===== src/rtl/int_to_float_axis_pipe.sv =====
// int_to_float_axis_pipe
// Converts an IN_WIDTH-bit integer (signed or unsigned) to an IEEE-754
// single-precision float through a three-stage AXI-Stream pipeline.
//   S1: sign and magnitude
//   S2: leading-one position and left-normalised magnitude
//   S3: rounded and packed result (this stage drives the m_axis outputs)
// All stages advance together when the output register is empty or is
// being drained.
// Optional build macro INT_TO_FLOAT_ROUND_NEAREST_EN:
//   defined   -> round-to-nearest-even using a guard bit and a sticky bit
//   undefined -> truncate toward zero, with no rounding logic
module int_to_float_axis_pipe #(
  parameter int IN_WIDTH = 32,
  parameter int SIGNED   = 1
) (
  input  logic                aclk,
  input  logic                rst,
  input  logic [IN_WIDTH-1:0] s_axis_tdata,
  input  logic                s_axis_tvalid,
  output logic                s_axis_tready,
  input  logic                s_axis_tlast,
  output logic [31:0]         m_axis_tdata,
  output logic                m_axis_tvalid,
  input  logic                m_axis_tready,
  output logic                m_axis_tlast
);

  logic adv;

  logic                s1_valid;
  logic                s1_last;
  logic                s1_sign;
  logic [IN_WIDTH-1:0] s1_mag;

  logic        s2_valid;
  logic        s2_last;
  logic        s2_sign;
  logic [4:0]  s2_pos;
  logic [31:0] s2_norm;

  logic                s1_sign_d;
  logic [IN_WIDTH-1:0] s1_mag_d;
  logic [31:0]         mag32;
  logic [4:0]          lead_pos;
  logic [31:0]         norm_d;
  logic [7:0]          exp_base;
  logic [7:0]          exp_d;
  logic [22:0]         frac_d;
  logic [31:0]         result_d;

  // The whole pipeline moves only when the output slot is free or being taken.
  assign adv           = ~m_axis_tvalid | m_axis_tready;
  assign s_axis_tready = adv;

  // Split the operand into sign and magnitude; the most negative value maps to 2^(IN_WIDTH-1).
  always_comb begin
    s1_sign_d = 1'b0;
    s1_mag_d  = s_axis_tdata;
    if ((SIGNED != 0) && s_axis_tdata[IN_WIDTH-1]) begin
      s1_sign_d = 1'b1;
      s1_mag_d  = ~s_axis_tdata + IN_WIDTH'(1);
    end
  end

  // Stage 1 register: sign, magnitude, valid and frame marker.
  always_ff @(posedge aclk or posedge rst) begin
    if (rst) begin
      s1_valid <= 1'b0;
      s1_last  <= 1'b0;
      s1_sign  <= 1'b0;
      s1_mag   <= '0;
    end else if (adv) begin
      s1_valid <= s_axis_tvalid;
      s1_last  <= s_axis_tlast;
      s1_sign  <= s1_sign_d;
      s1_mag   <= s1_mag_d;
    end
  end

  // Find the most significant one and shift it up to bit 31.
  always_comb begin
    mag32    = 32'(s1_mag);
    lead_pos = 5'd0;
    for (int i = 0; i < 32; i++) begin
      if (mag32[i]) begin
        lead_pos = 5'(i);
      end
    end
    norm_d = mag32 << (5'd31 - lead_pos);
  end

  // Stage 2 register: leading-one position and normalised magnitude; bit 31 clear means zero input.
  always_ff @(posedge aclk or posedge rst) begin
    if (rst) begin
      s2_valid <= 1'b0;
      s2_last  <= 1'b0;
      s2_sign  <= 1'b0;
      s2_pos   <= 5'd0;
      s2_norm  <= '0;
    end else if (adv) begin
      s2_valid <= s1_valid;
      s2_last  <= s1_last;
      s2_sign  <= s1_sign;
      s2_pos   <= lead_pos;
      s2_norm  <= norm_d;
    end
  end

  assign exp_base = 8'd127 + {3'b000, s2_pos};

`ifdef INT_TO_FLOAT_ROUND_NEAREST_EN
  logic        guard_bit;
  logic        sticky_bit;
  logic        round_up;
  logic [24:0] mant_sum;

  // Round to nearest even; a carry out of the mantissa bumps the exponent.
  always_comb begin
    guard_bit  = s2_norm[7];
    sticky_bit = |s2_norm[6:0];
    round_up   = guard_bit & (sticky_bit | s2_norm[8]);
    mant_sum   = {1'b0, s2_norm[31:8]} + 25'(round_up);
    exp_d      = exp_base;
    frac_d     = mant_sum[22:0];
    if (mant_sum[24]) begin
      exp_d  = exp_base + 8'd1;
      frac_d = 23'd0;
    end
  end
`else
  logic trunc_unused;
  assign trunc_unused = ^s2_norm[7:0];

  // Truncate toward zero: the fraction is simply the 23 bits below the leading one.
  always_comb begin
    exp_d  = exp_base;
    frac_d = s2_norm[30:8];
  end
`endif

  // Pack the result; a zero magnitude always gives +0.
  always_comb begin
    result_d = {s2_sign, exp_d, frac_d};
    if (!s2_norm[31]) begin
      result_d = 32'h0000_0000;
    end
  end

  // Stage 3 register drives the output stream and holds it while stalled.
  always_ff @(posedge aclk or posedge rst) begin
    if (rst) begin
      m_axis_tvalid <= 1'b0;
      m_axis_tlast  <= 1'b0;
      m_axis_tdata  <= 32'h0000_0000;
    end else if (adv) begin
      m_axis_tvalid <= s2_valid;
      m_axis_tlast  <= s2_last;
      m_axis_tdata  <= result_d;
    end
  end

endmodule


===== config.mk =====
export PLATFORM = sky130hd
export DESIGN_NAME = int_to_float_axis_pipe
export DESIGN_NICKNAME = d
export VERILOG_FILES = /design/src/rtl/int_to_float_axis_pipe.sv
export SDC_FILE = /design/constraint.sdc
export NUM_CORES = 1
export LEC_CHECK = 0
export ABC_AREA = 1
export CORE_MARGIN = 2
export CORE_UTILIZATION = 25
export CTS_CLUSTER_SIZE = 40
export DETAILED_ROUTE_END_ITERATION = 12
export MAX_ROUTING_LAYER = met4
export PLACE_DENSITY = 0.42
export SLEW_MARGIN = 20
export SYNTH_ARGS = -nofsm -noshare
export SYNTH_HDL_FRONTEND = slang
export SYNTH_SLANG_ARGS = --single-unit
export TNS_END_PERCENT = 50

===== constraint.sdc =====
create_clock -name aclk -period 3.9 [get_ports aclk]
set_input_delay 1.17 -clock aclk [delete_from_list [all_inputs] [get_ports aclk]]
set_output_delay 1.17 -clock aclk [all_outputs]
set_load 0.1 [all_outputs]

==> impl_results.md, run 1 <==
- Die Span Y: 166.0 microns
- Pin count of the biggest net entering global routing: 112
- Commonest non-fill, non-tap cell in the layout: nand3_1
- Worst-path clk slew: about 0.07 ns
- Setup ws final: ~0.25 ns
- Root Buffer: clkbuf_16
- TritonCTS clock tree: done
- GRT Overall Usage: 0.1549
- Die width: 166.0 microns
- Outcome: completed
- WL/cell: between 10 and 15 microns
- GRT overflow: 0
- Total number of H-tree levels: 3
- Vias in the first global route: 6322
- Layout Skew: about 0.0090 ns
- Critical path class: primary input to flip-flop
- Setup slack at placement: -0.4002 ns
- Hold Path Class: flip-flop to flip-flop
- Area growth syn-to-layout: 24.77%
- TritonCTS Buffers: 9
- DR vias/cell: 4.732
- Crit share post-route: 0.9371
- Antenna cells: 0
- Nets@finish: about 1100
- R2R depth: 38
- Tightest Pin Transition: a little under 1 ns
- Leak pwr: ~3.9 nW
- Register bit total from synthesis: around 100
- PD cells: roughly 820 nW/um^2
- Crit-path max FO: 3
- Final Hold Fails: 0
- Register area share after synthesis: 0.3852
- Critical Path End Type: flip-flop
- Starting Density: 0.2532
- CTS Hold Bufs: 0
- Share of layout cells above drive strength 1: 0.1257
- Clock Tree Buf Depth: 2
- Worst skew pair latency: approximately 0.36 ns
- IO buf count: just over 70
- # DRC: 0
- Clock Sinks: approximately 100
- Achievable Freq: 273.6 MHz
- Antenna-violating nets left: 0
- Initial DRC count: approximately 400
- Final instance area: roughly 8000 sq um
- Initial antenna violation count: 0
- Distinct cells, synth: 34
- CP startpoint kind: primary input
- Cells after Synth: between 900 and 1000
- Die Area: between 20000 and 30000 sq um
- Final setup viols: 0
- Mean post-synth cell area: approximately 6.9 sq um
- Synthesized net count: roughly 1000
- HPWL after DPL: 14.83 mm
- Via Count: 6478
- RSZ-0062 raised after global routing: true
- Total core area: 25910 sq um
- Post-Syn Area: 6561 sq um
- Total length of routed wires: between 20 and 25 mm
- Yosys warns: 0
- # rows: between 50 and 60
- Worst EP arrival: 3.88 ns
- Placed cell areas: approximately 7800 sq um
- Ports: 72
- Most frequent cells in the layout: nand3_1, nand2_1, dfrtp_1, inv_1, buf_4
- MaxCap Viol Count: 0
- Min Tclk post-route: 3.655 ns
- First drt pass iteration count: 5
- Relative max-transition margin: 0.3570
- Slew Limit Fails: 0
- Gpl congestion: about 0.83
- Worst endpoint required time: roughly 4.1 ns
- Filler instances: 2886
- First-pass GRT wire length: around 34 mm
- Max IR drop VDD: slightly below 0.5 mV
- Worst hold stages: 1
kinds of logic after synthesis:
kind of cell / after synthesis / synth area share
AO/OA/AOI/OAI: 106 / 0.09459
XOR/XNOR: 22 / 0.02937
adder cells (fa/ha/maj): 2 / 0.003813
buffers and inverters: 144 / 0.08753
flip-flops: 101 / 0.3852
AND/OR/NAND/NOR: 579 / 0.3995
layer usage:
layer	part of all wire	global-route usage	up-vias
met5	0	-	-
met4	0.014	0.04121	0
met3	0.040	0.02145	19
met2	0.43	0.2255	133
met1	0.52	0.2249	2975
li1	-	-	3351
synth_stat cells (all sizes together):
| cell | n | area (sq um) |
|---|---|---|
| or2 | 6 | 37.54 |
| clkinv | 3 | 11.26 |
| o211ai | 3 | 22.52 |
| o32ai | 1 | 8.760 |
| inv | 87 | 326.6 |
| nand3 | 271 | 1356 |
| a31oi | 1 | 12.51 |
| nor4 | 4 | 25.02 |
| xor2 | 18 | 157.7 |
| nor2 | 47 | 176.4 |
| a211oi | 1 | 7.510 |
| nor3 | 15 | 105.1 |
| a41oi | 1 | 8.760 |
| nand3b | 2 | 15.01 |
| a22o | 14 | 122.6 |
| o311ai | 1 | 8.760 |
| clkbuf | 40 | 150.1 |
| xnor2 | 4 | 35.03 |
| nand4 | 4 | 25.02 |
| buf | 14 | 86.33 |
| o22ai | 7 | 43.79 |
| dfrtp | 101 | 2527 |
| nand2 | 230 | 880.9 |
| a21oi | 9 | 45.04 |
| ha | 2 | 25.02 |
| o21ai | 68 | 340.3 |
final cells by class:
cell class                      count  area [sq um]  area share
Clock buffer                       12         256.5     0.03133
Clock inverter                      4         77.57    0.009476
Inverter                           90         345.3     0.04218
Multi-Input combinational cell    709          3521      0.4301
Sequential cell                   101          2527      0.3087
Tap cell                          335         419.2     0.05120
Timing Repair Buffer              118          1040      0.1270
state kept, by name, summed over array words and instances (netlist names):
register       cells
s2_norm           24
mag32             32
m_axis_tlast       1
s2_pos             5
s2_sign            1
s1_last            1
m_axis_tvalid      1
s1_sign            1
s1_valid           1
s2_valid           1
m_axis_tdata      32
s2_last            1
per-stage QoR:
| step | total power [mW] | hold slack, ns | std cells | utilization | TNS, ns |
|---|---|---|---|---|---|
| final | 6.736 | 0.4736 | 1369 | 0.3160 | 0 |
| after global routing | 7.261 | 0.5062 | 1369 | 0.3160 | -0.1708 |
| after CTS | 6.804 | 0.4771 | 1366 | 0.3127 | 0 |
| after detailed placement | 5.765 | 0.4575 | 1350 | 0.2996 | -2.382 |
| after global placement | 5.756 | 0.4555 | 1350 | 0.2996 | -2.155 |
| after floorplan | 4.695 | 0.4400 | 954 | - | 0 |
where the power goes:
| part | switching (mW) | leakage, nW | internal (mW) |
|---|---|---|---|
| logic | 2.89 | 2.51 | 1.08 |
| clock network | 0.409 | 0.163 | 0.602 |
| registers | 0.302 | 1.22 | 1.45 |
| total | 3.60 | 3.89 | 3.14 |
final timing paths:
check | slack [ns] | endpoint | start
min | 0.47 | m_axis_tvalid | s2_valid
min in group asynchronous | 1.23 | m_axis_tdata[25] | rst
min reg2reg | 0.47 | m_axis_tvalid | s2_valid
max reg2reg | 0.65 | s2_norm[16] | mag32[2]
max | 0.25 | mag32[28] | s_axis_tdata[1]
max in group asynchronous | 2.01 | m_axis_tdata[31] | rst
repair_timing:
item / 4_1_cts / 5_1_grt
gates cloned: 0 / 0
setup endpoints to repair: 1 / 9
setup buffers: 0 / 3
pin swaps: 0 / 18
resized for setup: 1 / 25
worst max-delay path, cell delays in order:
cell     delay (ns)
buf_8          0.10
inv_4          0.05
ha_4           0.12
inv_2          0.04
nor3_2         0.18
inv_1          0.07
nor3_2         0.17
inv_1          0.08
nor3_2         0.20
nand2_1        0.11
nor3_2         0.18
nand2_1        0.10
nor3_2         0.19
nand2_1        0.11
nor3_2         0.15
inv_1          0.07
nor3_2         0.20
nand4_1        0.17
o21ai_1        0.19
xor2_1         0.16
o21ai_1        0.07
Power figures use the tool's default switching activity.
==> inputs of run 2 (changes only) <==
--- a/config.mk
+++ b/config.mk
@@ -7,11 +7,11 @@
 export LEC_CHECK = 0
 export ABC_AREA = 1
 export CORE_MARGIN = 2
-export CORE_UTILIZATION = 25
+export CORE_UTILIZATION = 45
 export CTS_CLUSTER_SIZE = 40
 export DETAILED_ROUTE_END_ITERATION = 12
 export MAX_ROUTING_LAYER = met4
-export PLACE_DENSITY = 0.42
+export PLACE_DENSITY = 0.68
 export SLEW_MARGIN = 20
 export SYNTH_ARGS = -nofsm -noshare
 export SYNTH_HDL_FRONTEND = slang
==> impl_results.md, run 2 (same netlist as run 1, synthesis figures left out) <==
- Outcome: completed
- First drt pass iteration count: 6
- Total length of routed wires: ~17 mm
- Starting Density: 0.4566
- Die Span Y: 124.8 microns
- Crit-path max FO: 3
- Hold Path Origin: s2_valid
- Setup ws final: roughly 0.20 ns
- Placed cell areas: between 7000 and 8000 sq um
- GRT overflow: 0
- CTS Hold Bufs: 0
- Pin count of the biggest net entering global routing: 61
- Achievable Freq: 270.3 MHz
- Min Tclk post-route: roughly 3.7 ns
- CP startpoint kind: primary input
- # DRC: 0
- Antenna cells: 0
- Commonest non-fill, non-tap cell in the layout: nand3_1
- Total Power: 6.464 mW
- Gpl congestion: between 0.9 and 1
- Most used cell, CP: nor3_2
- Root Buffer: clkbuf_16
- Worst EP arrival: around 3.9 ns
- MaxCap Viol Count: 0
- Total number of H-tree levels: 3
- IO buf count: 71
- Hold WS: 0.4667 ns
- Total core area: ~14000 sq um
- GRT Overall Usage: 0.2313
- Clock Tree Buf Depth: 2
- Tightest Pin Transition: 0.9614 ns
- Relative max-transition margin: 0.3571
- Post-Route Utilization: 0.5471
- Hold Path Class: flip-flop to flip-flop
- Crit path cell chain: buf_8, inv_6, ha_4, inv_2, nor3_2, inv_1, nor3_2, inv_1, nor3_2, nand2_1, nor3_2, nand2_1, nor3_2, nand2_1, nor3_2, inv_1, nor3_2, nand4_1, o21ai_1, xor2_1, o21ai_1
- Worst-path clk slew: roughly 0.080 ns
- Leak pwr: approximately 3.8 nW
- Final Hold Fails: 0
- Slew Limit Fails: 0
- Final instance area: 7861 sq um
- Layout Skew: 0.01266 ns
- Clock Sinks: around 100
- RSZ-0062 raised after global routing: true
- Area growth syn-to-layout: 19.81%
- Worst skew pair latency: between 0.3 and 0.4 ns
- Antenna-violating nets left: 0
- Nets@finish: 1060
- HPWL after DPL: around 12 mm
- Slowest stage cell, crit path: nor3_2
- Worst endpoint required time: ~4.1 ns
- Initial antenna violation count: 0
- Die Area: 15560 sq um
- DR vias/cell: 5.427
- Critical Path End Type: flip-flop
- Via Count: 6567
- Die width: ~120 microns
- TritonCTS clock tree: done
- Vias in the first global route: approximately 5900
- PD cells: between 800 and 900 nW/um^2
- Initial DRC count: 674
- Share of layout cells above drive strength 1: 0.1160
- Max incr delay on CP: about 0.2 ns
- Critical path class: primary input to flip-flop
- Setup slack at placement: -0.3626 ns
- Final setup viols: 0
- TritonCTS Buffers: 9
- Most frequent cells in the layout: nand3_1, nand2_1, dfrtp_1, inv_1, buf_4
- Crit share post-route: 0.9487
- WL/cell: around 14 microns
- Ports: slightly above 70
- Max IR drop VDD: a little over 0.3 mV
- First-pass GRT wire length: around 30 mm
- Crit path from: s_axis_tdata[1]
- # rows: 44
- FF-to-FF Start: mag32[2]
- Filler instances: roughly 1400
## run 2: changes by cell type in the layout (fill, tap and decap cells not counted), sizes merged
cell,previous run,this run
inv,88,89
buf,83,74
bufinv,2,0
clkinvlp,0,2
clkbuf,12,11
clkdlybuf4s50,33,34
## run 2: final cells by class
class,count,area (sq um),area share
Multi-Input combinational cell,709,3512,0.4468
Sequential cell,101,2527,0.3215
Timing Repair Buffer,110,957.2,0.1218
Inverter,90,347.8,0.04425
Clock buffer,11,242.7,0.03088
Tap cell,184,230.2,0.02929
Clock inverter,5,43.79,0.005571
## run 2: what timing repair did
| action | CTS | global route |
|---|---|---|
| setup endpoints to repair | 0 | 10 |
| resized for setup | 0 | 26 |
| buffers inserted | 0 | 3 |
## run 2: path summary, 6_finish.rpt
kind,endpoint,slack [ns],cells past startpoint
worst max-delay path,mag32[28],0.20,21
worst min-delay path,m_axis_tvalid,0.47,1
worst max register to register,s2_norm[18],0.55,38
worst min register to register,m_axis_tvalid,0.47,1
max in group asynchronous,s1_sign,1.97,3
min in group asynchronous,m_axis_tdata[25],1.25,2
## run 2: report_power, final
part           internal (mW)  total [mW]  leakage [nW]  switching, mW
Sequential              1.45        1.74          1.22          0.283
Combinational           1.04        3.86          2.46           2.82
Clock                  0.458       0.868         0.134          0.409
## run 2: worst max-delay path, delay by kind of cell
kind	cells	cell delay, ns
buffers and inverters	6	0.44
xor gates and xnor gates	1	0.16
and+or+nand+nor	11	1.78
adders and majority gates	1	0.12
AOI/OAI and AO/OA	2	0.26
## run 2: metrics by stage
stage          TNS [ns]  cells
2_1_floorplan         0    954
3_3_place_gp     -1.437   1191
3_5_place_dp     -1.886   1191
4_1_cts               0   1207
5_1_grt         -0.6810   1210
6_report              0   1210
## run 2: layer usage
layer,GRT usage,up-vias,share of wire
met4,0.07006,0,0.015
met5,-,-,0
met1,0.3386,3005,0.48
met3,0.02792,23,0.064
li1,-,3328,-
met2,0.3369,211,0.44
==> inputs of run 3 (changes only) <==
--- a/config.mk
+++ b/config.mk
@@ -12,6 +12,7 @@
 export DETAILED_ROUTE_END_ITERATION = 12
 export MAX_ROUTING_LAYER = met4
 export PLACE_DENSITY = 0.68
+export REMOVE_ABC_BUFFERS = 1
 export SLEW_MARGIN = 20
 export SYNTH_ARGS = -nofsm -noshare
 export SYNTH_HDL_FRONTEND = slang
==> impl_results.md, run 3 (same netlist as run 1, synthesis figures left out) <==
- Outcome: completed
- Total core area: ~14000 sq um
- Share of layout cells above drive strength 1: 0.1106
- Layout Skew: between 0.01 and 0.015 ns
- WL/cell: 14.63 microns
- Leak pwr: 3.798 nW
- Crit-path max FO: 3
- TritonCTS Buffers: 9
- Relative max-transition margin: 0.3589
- # rows: 44
- Storage element area: roughly 2500 sq um
- Area growth syn-to-layout: 19.79%
- First drt pass iteration count: 5
- Critical path class: primary input to flip-flop
- GRT overflow: 0
- Worst EP arrival: between 3 and 4 ns
- Die Span Y: around 120 microns
- IO buf count: 71
- Nets@finish: about 1100
- Crit share post-route: 0.9635
- Slew Limit Fails: 0
- Gpl congestion: about 0.90
- Clock Tree Buf Depth: 2
- CTS Hold Bufs: 0
- Finished Layout Cells: 1206
- Antenna cells: 0
- Die Area: roughly 16000 sq um
- Hold Path Class: flip-flop to flip-flop
- Root Buffer: clkbuf_16
- Dpl cells: around 1200
- CP startpoint kind: primary input
- Via Count: approximately 6600
- Critical Path End Type: flip-flop
- Achievable Freq: 266.1 MHz
- # DRC: 0
- Tightest Pin Transition: approximately 0.96 ns
- Min Tclk post-route: ~3.8 ns
- PD cells: ~830 nW/um^2
- Hold WS: approximately 0.47 ns
- Worst endpoint required time: 4.12 ns
- HPWL after DPL: between 10 and 15 mm
- Commonest non-fill, non-tap cell in the layout: nand3_1
- DR vias/cell: ~5.5
- Most frequent cells in the layout: nand3_1, nand2_1, dfrtp_1, inv_1, buf_4
- Ports: just over 70
- Total number of H-tree levels: 3
- Total Power: roughly 6.5 mW
- TritonCTS clock tree: done
- Multi-input gate area: ~3500 sq um
- Die width: roughly 120 microns
- Max IR drop VDD: 0.3163 mV
- Antenna-violating nets left: 0
- Final Hold Fails: 0
- Starting Density: 0.4566
- MaxCap Viol Count: 0
- First-pass GRT wire length: 30.39 mm
- Post-Route Utilization: 0.5470
- Vias in the first global route: about 6300
- Pin count of the biggest net entering global routing: 68
- Filler instances: about 1400
- Initial DRC count: roughly 550
- GRT Overall Usage: 0.2420
- Initial antenna violation count: 0
- Final setup viols: 0
- Worst-path clk slew: around 0.070 ns
- Total length of routed wires: between 15 and 20 mm
- RSZ-0062 raised after global routing: true
- Worst skew pair latency: roughly 0.36 ns
- TNS Setup: 0 ns
- Clock Sinks: approximately 100
## run 3: timing repair
action | in CTS | in global routing
resized for setup | 1 | 25
pin swaps | 0 | 15
endpoints found under the setup margin | 2 | 10
setup buffers | 0 | 3
## run 3: area by class of cell
| type | count | share of cell area |
|---|---|---|
| Multi-Input combinational cell | 709 | 0.4475 |
| Sequential cell | 101 | 0.3216 |
| Timing Repair Buffer | 106 | 0.1184 |
| Inverter | 90 | 0.04425 |
| Tap cell | 184 | 0.02929 |
| Clock buffer | 9 | 0.02865 |
| Clock inverter | 7 | 0.01035 |
## run 3: worst paths after layout
kind,startpoint,endpoint,slack (ns),depth (start not counted)
setup / recovery,s_axis_tdata[1],mag32[28],0.14,21
hold / removal,s2_last,m_axis_tlast,0.47,2
setup reg to reg,mag32[2],s2_norm[20],0.43,38
hold reg to reg,s2_last,m_axis_tlast,0.47,2
max in group asynchronous,rst,mag32[30],2.01,3
min in group asynchronous,rst,m_axis_tdata[30],1.22,2
## run 3: report_power, final
part	internal, mW	switching, mW
Combinational	1.04	2.81
Clock	0.507	0.434
Sequential	1.45	0.288
Total	3.00	3.54
## run 3: stage by stage
step	setup WS (ns)	area (sq um)
finish	0.1424	7860
global route	-0.2338	7860
CTS	0.03248	7781
detailed placement	-0.4001	7470
global placement	-0.3531	7470
floorplan	-4.792	6325
## run 3: layer usage
| metal | vias to the layer above | share of wire | global-route usage |
|---|---|---|---|
| li1 | 3323 | - | - |
| met1 | 3037 | 0.48 | 0.3343 |
| met2 | 216 | 0.45 | 0.3751 |
| met3 | 29 | 0.053 | 0.02878 |
| met4 | 0 | 0.023 | 0.07535 |
| met5 | - | 0 | - |
## run 3: worst max-delay path, stage by stage
cell     delay, ns
buf_6         0.10
inv_4         0.05
ha_4          0.13
inv_4         0.03
nor3_4        0.16
inv_1         0.07
nor3_2        0.19
inv_1         0.09
nor3_2        0.20
nand2_1       0.10
nor3_2        0.21
nand2_1       0.10
nor3_2        0.20
nand2_1       0.09
nor3_1        0.18
inv_1         0.08
nor3_2        0.21
nand4_1       0.19
o21ai_2       0.18
xor2_1        0.16
o21ai_1       0.07
